===== config.mk =====
export PLATFORM = sky130hd
export DESIGN_NAME = mercury_mem_arbiter
export DESIGN_NICKNAME = d
export VERILOG_FILES = /design/src/rtl/mercury_mem_pkg.sv /design/src/rtl/mercury_mem_arbiter.sv
export SDC_FILE = /design/constraint.sdc
export NUM_CORES = 1
export LEC_CHECK = 0
export CORE_MARGIN = 5
export CORE_UTILIZATION = 33
export DETAILED_ROUTE_END_ITERATION = 8
export GPL_TIMING_DRIVEN = 0
export PLACE_DENSITY = 0.8
export SKIP_CTS_REPAIR_TIMING = 1
export SYNTH_ARGS = -nofsm -noshare
export SYNTH_HDL_FRONTEND = slang
export SYNTH_SLANG_ARGS = --single-unit

===== constraint.sdc =====
create_clock -name clk -period 2 [get_ports clk]
set_input_delay 0.3 -clock clk [delete_from_list [all_inputs] [get_ports clk]]
set_output_delay 0.3 -clock clk [all_outputs]
set_load 0.1 [all_outputs]

===== src/rtl/mercury_mem_pkg.sv =====
// Shared types for the mercury memory-port arbiter: default widths, FSM states,
// transaction owner and the request record that is held while a transaction is in flight.
package mercury_mem_pkg;

    localparam int DEF_ADDR_W = 32;
    localparam int DEF_DATA_W = 32;

    typedef enum logic [1:0] {
        IDLE  = 2'd0,
        ISSUE = 2'd1,
        WAIT  = 2'd2
    } arb_state_e;

    typedef enum logic {
        OWN_IFU = 1'b0,
        OWN_LSU = 1'b1
    } mem_owner_e;

    typedef struct packed {
        logic [DEF_ADDR_W-1:0]   addr;
        logic                    we;
        logic [DEF_DATA_W-1:0]   wdata;
        logic [DEF_DATA_W/8-1:0] wstrb;
    } mem_req_t;

endpackage


===== src/rtl/mercury_mem_arbiter.sv =====
// Single-outstanding arbiter sharing the mercury memory port between IFU and LSU.
// LSU has priority; a saturating counter lets a waiting IFU through after STARVE_LIMIT LSU grants.
module mercury_mem_arbiter
    import mercury_mem_pkg::*;
#(
    parameter int ADDR_W       = DEF_ADDR_W,
    parameter int DATA_W       = DEF_DATA_W,
    parameter int STARVE_LIMIT = 4
) (
    input  logic                clk,
    input  logic                rst,

    input  logic                ifu_req_valid,
    output logic                ifu_req_ready,
    input  logic [ADDR_W-1:0]   ifu_req_addr,
    output logic                ifu_rsp_valid,
    output logic [DATA_W-1:0]   ifu_rsp_data,

    input  logic                lsu_req_valid,
    output logic                lsu_req_ready,
    input  logic [ADDR_W-1:0]   lsu_req_addr,
    input  logic                lsu_req_we,
    input  logic [DATA_W-1:0]   lsu_req_wdata,
    input  logic [DATA_W/8-1:0] lsu_req_wstrb,
    output logic                lsu_rsp_valid,
    output logic [DATA_W-1:0]   lsu_rsp_data,

    output logic                mem_req_valid,
    input  logic                mem_req_ready,
    output logic [ADDR_W-1:0]   mem_req_addr,
    output logic                mem_req_we,
    output logic [DATA_W-1:0]   mem_req_wdata,
    output logic [DATA_W/8-1:0] mem_req_wstrb,
    input  logic                mem_rsp_valid,
    input  logic [DATA_W-1:0]   mem_rsp_data
);

    typedef struct packed {
        logic [ADDR_W-1:0]   addr;
        logic                we;
        logic [DATA_W-1:0]   wdata;
        logic [DATA_W/8-1:0] wstrb;
    } req_t;

    localparam logic [3:0] LIMIT = 4'(STARVE_LIMIT);

    arb_state_e state;
    mem_owner_e owner;
    req_t       req_q;
    logic [3:0] starve_cnt;

    logic lsu_win;
    logic ifu_win;
    logic rsp_fire;

    // Grants are suppressed while rst is high so nothing is accepted and then dropped.
    always_comb begin
        lsu_win = 1'b0;
        ifu_win = 1'b0;
        if (state == IDLE && !rst) begin
            if (lsu_req_valid && !(starve_cnt == LIMIT && ifu_req_valid))
                lsu_win = 1'b1;
            else if (ifu_req_valid)
                ifu_win = 1'b1;
        end
    end

    assign ifu_req_ready = ifu_win;
    assign lsu_req_ready = lsu_win;

    assign mem_req_valid = (state == ISSUE);
    assign mem_req_addr  = req_q.addr;
    assign mem_req_we    = req_q.we;
    assign mem_req_wdata = req_q.wdata;
    assign mem_req_wstrb = req_q.wstrb;

    // Responses outside WAIT are protocol violations and are dropped here.
    assign rsp_fire      = (state == WAIT) && mem_rsp_valid && !rst;
    assign ifu_rsp_valid = rsp_fire && (owner == OWN_IFU);
    assign lsu_rsp_valid = rsp_fire && (owner == OWN_LSU);
    assign ifu_rsp_data  = ifu_rsp_valid ? mem_rsp_data : '0;
    assign lsu_rsp_data  = (lsu_rsp_valid && !req_q.we) ? mem_rsp_data : '0;

    always_ff @(posedge clk) begin
        if (rst) begin
            state      <= IDLE;
            owner      <= OWN_IFU;
            req_q      <= '0;
            starve_cnt <= '0;
        end else begin
            case (state)
                IDLE: begin
                    if (lsu_win) begin
                        req_q.addr  <= lsu_req_addr;
                        req_q.we    <= lsu_req_we;
                        req_q.wdata <= lsu_req_wdata;
                        req_q.wstrb <= lsu_req_wstrb;
                        owner       <= OWN_LSU;
                        state       <= ISSUE;
                        if (!ifu_req_valid)
                            starve_cnt <= '0;
                        else if (starve_cnt != LIMIT)
                            starve_cnt <= starve_cnt + 4'd1;
                    end else if (ifu_win) begin
                        req_q.addr  <= ifu_req_addr;
                        req_q.we    <= 1'b0;
                        req_q.wdata <= '0;
                        req_q.wstrb <= '0;
                        owner       <= OWN_IFU;
                        state       <= ISSUE;
                        starve_cnt  <= '0;
                    end
                end
                ISSUE: begin
                    if (mem_req_ready)
                        state <= WAIT;
                end
                WAIT: begin
                    if (mem_rsp_valid)
                        state <= IDLE;
                end
                default: state <= IDLE;
            endcase
        end
    end

endmodule


==> impl_results.md, run 1 <==
* Outcome: finished, violations left
* Failing checks: setup timing
* Mapped Nets at 532
* TritonCTS clock tree: yes
* Endpoints failing setup at 49
* LEAKAGE at 4.161 nW
* Cell count after synthesis at 391
* Clock transition at the registers of the reported paths at 80 ps
* R2R Path End: mem_req_we$_SDFFE_PP0P_
* Total CTS buffers at 9
* Final ANT Viol Nets at 0
* Fraction of registers with async set/reset at 0
* Maximum clock path buffer count at 2
* Ys Warns at 0
* Rel. slew slack at 0.3142
* Overall fraction of global-route tracks in use at 0.1991
* Slew @ Worst Pin at 1027 ps
* Main synth FF type: dfxtp_1
* Synth cell count leaders: dfxtp_1 (76), nor2_1 (75), and2_1 (65)
* Die width at 113.0 um
* Chip Height at 113.0 um
* Fin area at 7650 um2
* Residual DRC count at 0
* Reg-to-reg slack, setup at 180 ps
* Synth top area share at 0.4349
* Max_cap viols at 0
* CP Capture Type: output port
* Total congestion overflow at 0
* Area after DPL at 6510 um2
* Crit path to: lsu_rsp_data[14]
* Vias in the first global route at 3972
* CP required at 1700 ps
* Count leader, synth: dfxtp_1
* Drt pass-1 iters at 4
* First-pass GRT wire length at 20450 um
* Post-DP HPWL at 11190 um
* Final #Nets at 826
* Cell Rows at 37
* Worst Path Arrival at 1800 ps
* Crit share post-route at 1.049
* Vias/cell at 4.925
* Clock Latency Late Sink at 340 ps
* Synth top area cells: dfxtp_1 (43%), and2_1 (12%), mux2i_1 (9.2%), a22oi_1 (8.2%), nor2_1 (8.0%)
* Die ar. at 12760 um2
* Area grow syn2layout at 118.7%
* Final max-slew violation count at 0
* Clock Skew at 10.22 ps
* Critical Path Start Type: primary input
* Final number of hold-violating endpoints at 0
* Fmax at 476.8 MHz
* Seq/Total Area, Yosys at 0.4349
* Starting Density at 0.3389
* FF-to-FF path depth at 7
* H-tree Lvls at 3
* Hold Crit Start: lsu_req_valid
* EDFF count, synth at 0
* Drt wl/cell at 19.53 um
* Cell Area, Synth at 3498 um2
* Fillcell total at 683
* Root buffer cell: clkbuf_8
* Worst r2r src: state[0]$_SDFFE_PP0P_
* DP Worst Slack at -1306 ps
* Crit path max fanout at 10
* Kind of critical path: primary input to output port
* Syn_area_per_cell at 8.947 um2
* Number of port buffers at 273
* IO Count at 277
* Critical path startpoint: mem_rsp_valid
* Yosys cell types at 33
* Largest net degree at the start of global routing at 13
* CORE AREA at 10320 um2
* RSZ-0062 raised after global routing: yes
* Initial antenna violation count at 0
* Post-synth top area cell: dfxtp_1
* Via count at 4068
* DRT Wirelength at 16130 um
* Worst Hold Class: primary input to flop
* Final min period at 2097 ps
* CTS sink count at 76
* Pwr per Cell Area at 635.8 nW/um2
* Worst hold slack at 329.0 ps
* GPL Wtd Cong at 0.8876
* Setup tns final at -1731 ps
* Seq cells post-synth at 76
* Max VDD drop at 0.4211 mV
* Layout cells sized above 1 at 0.2797
* First-iteration detailed-routing DRC count at 212
* Inserted Diodes at 0
* Tot Pwr at 4.864 mW
* Setup ws final at -97.30 ps
==> worst min path at each step <==
| stage | end | slack [ps] | depth (start not counted) |
|---|---|---|---|
| floorplan | state[1]$_SDFFE_PP0P_ | 460 | 2 |
| global placement | mem_req_wdata[27]$_SDFFE_PP0P_ | 480 | 2 |
| detailed placement | mem_req_wdata[6]$_SDFFE_PP0P_ | 490 | 2 |
| CTS | starve_cnt[3]$_SDFFE_PP0P_ | 310 | 3 |
| global route | starve_cnt[0]$_SDFFE_PP0P_ | 330 | 3 |
| finish | starve_cnt[3]$_SDFFE_PP0P_ | 330 | 3 |
==> state kept, by name, summed over array words and instances, names as in the netlist <==
| name | count |
|---|---|
| mem_req_we | 1 |
| mem_req_addr | 32 |
| owner | 1 |
| starve_cnt | 4 |
| state | 2 |
| mem_req_wstrb | 4 |
| mem_req_wdata | 32 |
==> cells by family (layout without fill, tap and decap cells) <==
group | count (synthesis) | count (layout) | share of synthesized area
AO/OA/AOI/OAI | 78 | 78 | 0.1645
adder cells (fa/ha/maj) | 2 | 2 | 0.007152
buffers and inverters | 38 | 337 | 0.05651
flip-flops | 76 | 76 | 0.4349
multiplexers | 32 | 32 | 0.09156
AND/OR/NAND/NOR | 165 | 165 | 0.2454
==> stage by stage <==
step                cells  utilization
floorplan             391            -
global placement      800       0.6306
detailed placement    800       0.6306
CTS                   816       0.6535
global route          826       0.7410
finish                826       0.7410
==> critical path, cell delays in order <==
cell and delay, ps:
clkdlybuf4s50_1 520, nand2_4 90, nor3_4 250, buf_4 220, and2_2 210, buf_8 210
==> report_power, final <==
part	switching [mW]	internal, mW
logic	1.22	0.602
clock network	0.545	0.806
registers	0.0645	1.63
==> area by class of cell <==
cell class / instances / area (um2) / share of cell area
sequential: 76 / 1529 / 0.1999
inverter: 4 / 15.01 / 0.001963
clock buffer: 13 / 168.9 / 0.02208
timing repair buffer: 283 / 3506 / 0.4583
buffer: 34 / 241.5 / 0.03157
clock inverter: 3 / 67.56 / 0.008832
tap: 136 / 170.2 / 0.02224
multi-input combinational: 277 / 1952 / 0.2552
==> metal layers <==
layer	global-route usage	routed length, um	vias up
li1	-	-	1949
met2	0.3361	8539	190
met5	0	0	-
met4	0.06651	436	0
met1	0.2399	6001	1899
met3	0.06310	1154	30
==> cells in the final DEF (no fill, tap or decap), types with 3 or more instances in the layout <==
master	instances
nand2_1	5
dfxtp_2	3
clkdlybuf4s50_1	135
dfxtp_1	72
clkbuf_8	12
buf_12	41
a22oi_1	38
clkbuf_1	14
dlymetal6s2s_1	69
buf_2	7
mux2i_1	32
inv_1	3
buf_4	12
and2_4	40
buf_6	11
a211oi_1	32
nor2_1	73
and2_2	24
buf_8	25
Power figures use the tool's default switching activity.
==> run 2, diff against run 1 <==
- CORE_AREA: default -> 2 2 107 109
- CORE_MARGIN: 5 -> default
- CORE_UTILIZATION: 33 -> default
- DIE_AREA: default -> 0 0 109 111
- DONT_BUFFER_PORTS: default -> 1
- PLACE_DENSITY: 0.8 -> default
==> run 2 against run 1 <==
  * The run still ends with setup timing left
  * Clock skew shrank 5.0 ps
  * Via count down 28%
  * Core utilization fell by 35 points
  * Register-to-register slack better by 30 ps
  * Critical path depth unchanged
  * Flip-flop and latch count unchanged
  * Sequential share of layout area is 16 points higher
  * Setup slack better by 27 ps
  * First-iteration DRC count fell by 29%
==> impl_results.md, run 2 (synthesis results as in run 1) <==
* M1 GR Usage at 0.1646 (was 0.2399)
* CORE AREA at 11080 um2 (was 10320 um2)
* Clock Skew at 5.187 ps (was 10.22 ps)
* Initial antenna violation count at 0 (unchanged)
* Slew @ Worst Pin at 1203 ps (was 1027 ps)
* Fmax at 482.9 MHz (was 476.8 MHz)
* Largest net degree at the start of global routing at 12 (was 13)
* Max_cap viols at 0 (unchanged)
* Vias/cell at 5.312 (was 4.925)
* Clock transition at the registers of the reported paths at 50 ps (was 80 ps)
* Endpoints failing setup at 33 (was 49)
* IO Count at 277 (unchanged)
* H-tree Lvls at 3 (unchanged)
* Final #Nets at 549 (was 826)
* Drt wl/cell at 19.81 um (was 19.53 um)
* Maximum clock path buffer count at 2 (unchanged)
* LEAKAGE at 1.822 nW (was 4.161 nW)
* Starting Density at 0.3158 (was 0.3389)
* Crit share post-route at 1.035 (was 1.049)
* Final min period at 2071 ps (was 2097 ps)
* Total congestion overflow at 0 (unchanged)
* Failing checks: setup timing (unchanged)
* Reg-to-reg slack, setup at 210 ps (was 180 ps)
* Root buffer cell: clkbuf_16 (was clkbuf_8)
* Crit path max fanout at 7 (was 10)
* Rel. slew slack at 0.1942 (was 0.3142)
* Met3 global-route usage at 0.05820 (was 0.06310)
* Number of port buffers at 0 (was 273)
* Max VDD drop at 0.4225 mV (was 0.4211 mV)
* Final max-slew violation count at 0 (unchanged)
* Inserted Diodes at 0 (unchanged)
* GR peak layer: met2 (unchanged)
* Via count at 2948 (was 4068)
* Crit-path cells: nor2_4 -> nand2_4 -> nor3b_4 -> buf_6 -> buf_12 -> and2_4 (was clkdlybuf4s50_1 -> nand2_4 -> nor3_4 -> buf_4 -> and2_2 -> buf_8)
* First-iteration detailed-routing DRC count at 150 (was 212)
* Most common cell after layout, fill and taps aside: nor2_1 (was clkdlybuf4s50_1)
* Kind of critical path: flop to output port (was primary input to output port)
* Vias in the first global route at 2834 (was 3972)
* CTS sink count at 76 (unchanged)
* Area grow syn2layout at 23.46% (was 118.7%)
* Total CTS buffers at 9 (unchanged)
* Fillcell total at 1125 (was 683)
* Die width at 109 um (was 113.0 um)
* Outcome: finished, violations left (unchanged)
* TritonCTS clock tree: yes (unchanged)
* Overall fraction of global-route tracks in use at 0.1731 (was 0.1991)
* CP max stage cell: dfxtp_4 (was clkdlybuf4s50_1)
* DRT Wirelength at 10990 um (was 16130 um)
* Worst Hold Class: primary input to flop (unchanged)
* Cell Rows at 39 (was 37)
* Final ANT Viol Nets at 0 (unchanged)
* GPL Wtd Cong at 0.7600 (was 0.8876)
* CP Capture Type: output port (unchanged)
* Drt pass-1 iters at 5 (was 4)
* Final number of hold-violating endpoints at 0 (unchanged)
* Clock Latency Late Sink at 330 ps (was 340 ps)
* First-pass GRT wire length at 15840 um (was 20450 um)
* Critical Path Start Type: flop (was primary input)
* Worst Path Arrival at 1770 ps (was 1800 ps)
* Post-DP HPWL at 8738 um (was 11190 um)
* Die ar. at 12100 um2 (was 12760 um2)
* Layout cells sized above 1 at 0.3034 (was 0.2797)
* Most frequent cells in the layout: nor2_1 (72), dfxtp_1 (70), and2_4 (62), a22oi_1 (38) (was clkdlybuf4s50_1 (135), nor2_1 (73), dfxtp_1 (72), dlymetal6s2s_1 (69), buf_12 (41))
* Core Util, Final at 0.3899 (was 0.7410)
* RSZ-0062 raised after global routing: yes (unchanged)
* Max stage delay on crit path at 370 ps (was 520 ps)
* CP required at 1700 ps (about the same)
* Met2 Track Usage GR at 0.3375 (was 0.3361)
* Chip Height at 111 um (was 113.0 um)
* Residual DRC count at 0 (unchanged)
* Setup tns final at -1214 ps (was -1731 ps)
* Pwr per Cell Area at 1020 nW/um2 (was 635.8 nW/um2)
* Setup ws final at -70.77 ps (was -97.30 ps)
run 2: changes by cell type in the layout (fill, tap and decap cells not counted), sizes merged:
cell	previous run	this run
buf	97	25
clkinv	0	3
dlymetal6s2s	69	0
clkdlybuf4s50	135	0
clkinvlp	1	0
clkbuf	29	27
bufinv	2	0
run 2: layout make-up:
cell class,count,area (um2),area share
Multi-Input combinational cell,277,1998,0.4626
Timing Repair Buffer,6,87.58,0.02028
Clock buffer,12,236.5,0.05475
Clock inverter,3,15.01,0.003476
Tap cell,143,178.9,0.04143
Buffer,34,251.5,0.05823
Sequential cell,76,1536,0.3557
Inverter,4,15.01,0.003476
run 2: worst max-delay path: cells and delay by family (launching register included):
kind	cells	cell delay [ps]
buf+inv	2	350
flops	1	370
simple gates	4	710
run 2: per-layer routing:
layer,up-vias,wire (um)
met3,10,960
met4,0,134
met1,1388,3791
met5,-,0
li1,1387,-
met2,163,6107
run 2: power by group:
part	switching [mW]	internal, mW	leakage, nW
registers	0.868	1.63	0.630
logic	0.309	0.186	1.07
clock network	0.585	0.827	0.126
total	1.76	2.64	1.82
run 2: path summary, 6_finish.rpt:
kind | cells past startpoint | to | startpoint
worst min register to register | 1 | starve_cnt[0]$_SDFFE_PP0P_ | starve_cnt[0]$_SDFFE_PP0P_
worst max register to register | 3 | state[1]$_SDFFE_PP0P_ | state[0]$_SDFFE_PP0P_
worst min-delay path | 2 | mem_req_wdata[12]$_SDFFE_PP0P_ | lsu_req_wdata[12]
worst max-delay path | 6 | ifu_rsp_data[26] | state[0]$_SDFFE_PP0P_
run 2: stage by stage:
stage          hold WS [ps]  setup WS (ps)  power, mW  instances  area [um2]
4_1_cts               125.0         -817.0      4.428        549        4040
6_report              137.5         -70.77      4.405        555        4319
5_1_grt               134.5         -147.8      4.592        555        4319
3_3_place_gp          464.2         -440.0      2.984        534        3786
2_1_floorplan         462.0         -218.2      2.888        391        3607
3_5_place_dp          474.9         -462.7      3.000        534        3789
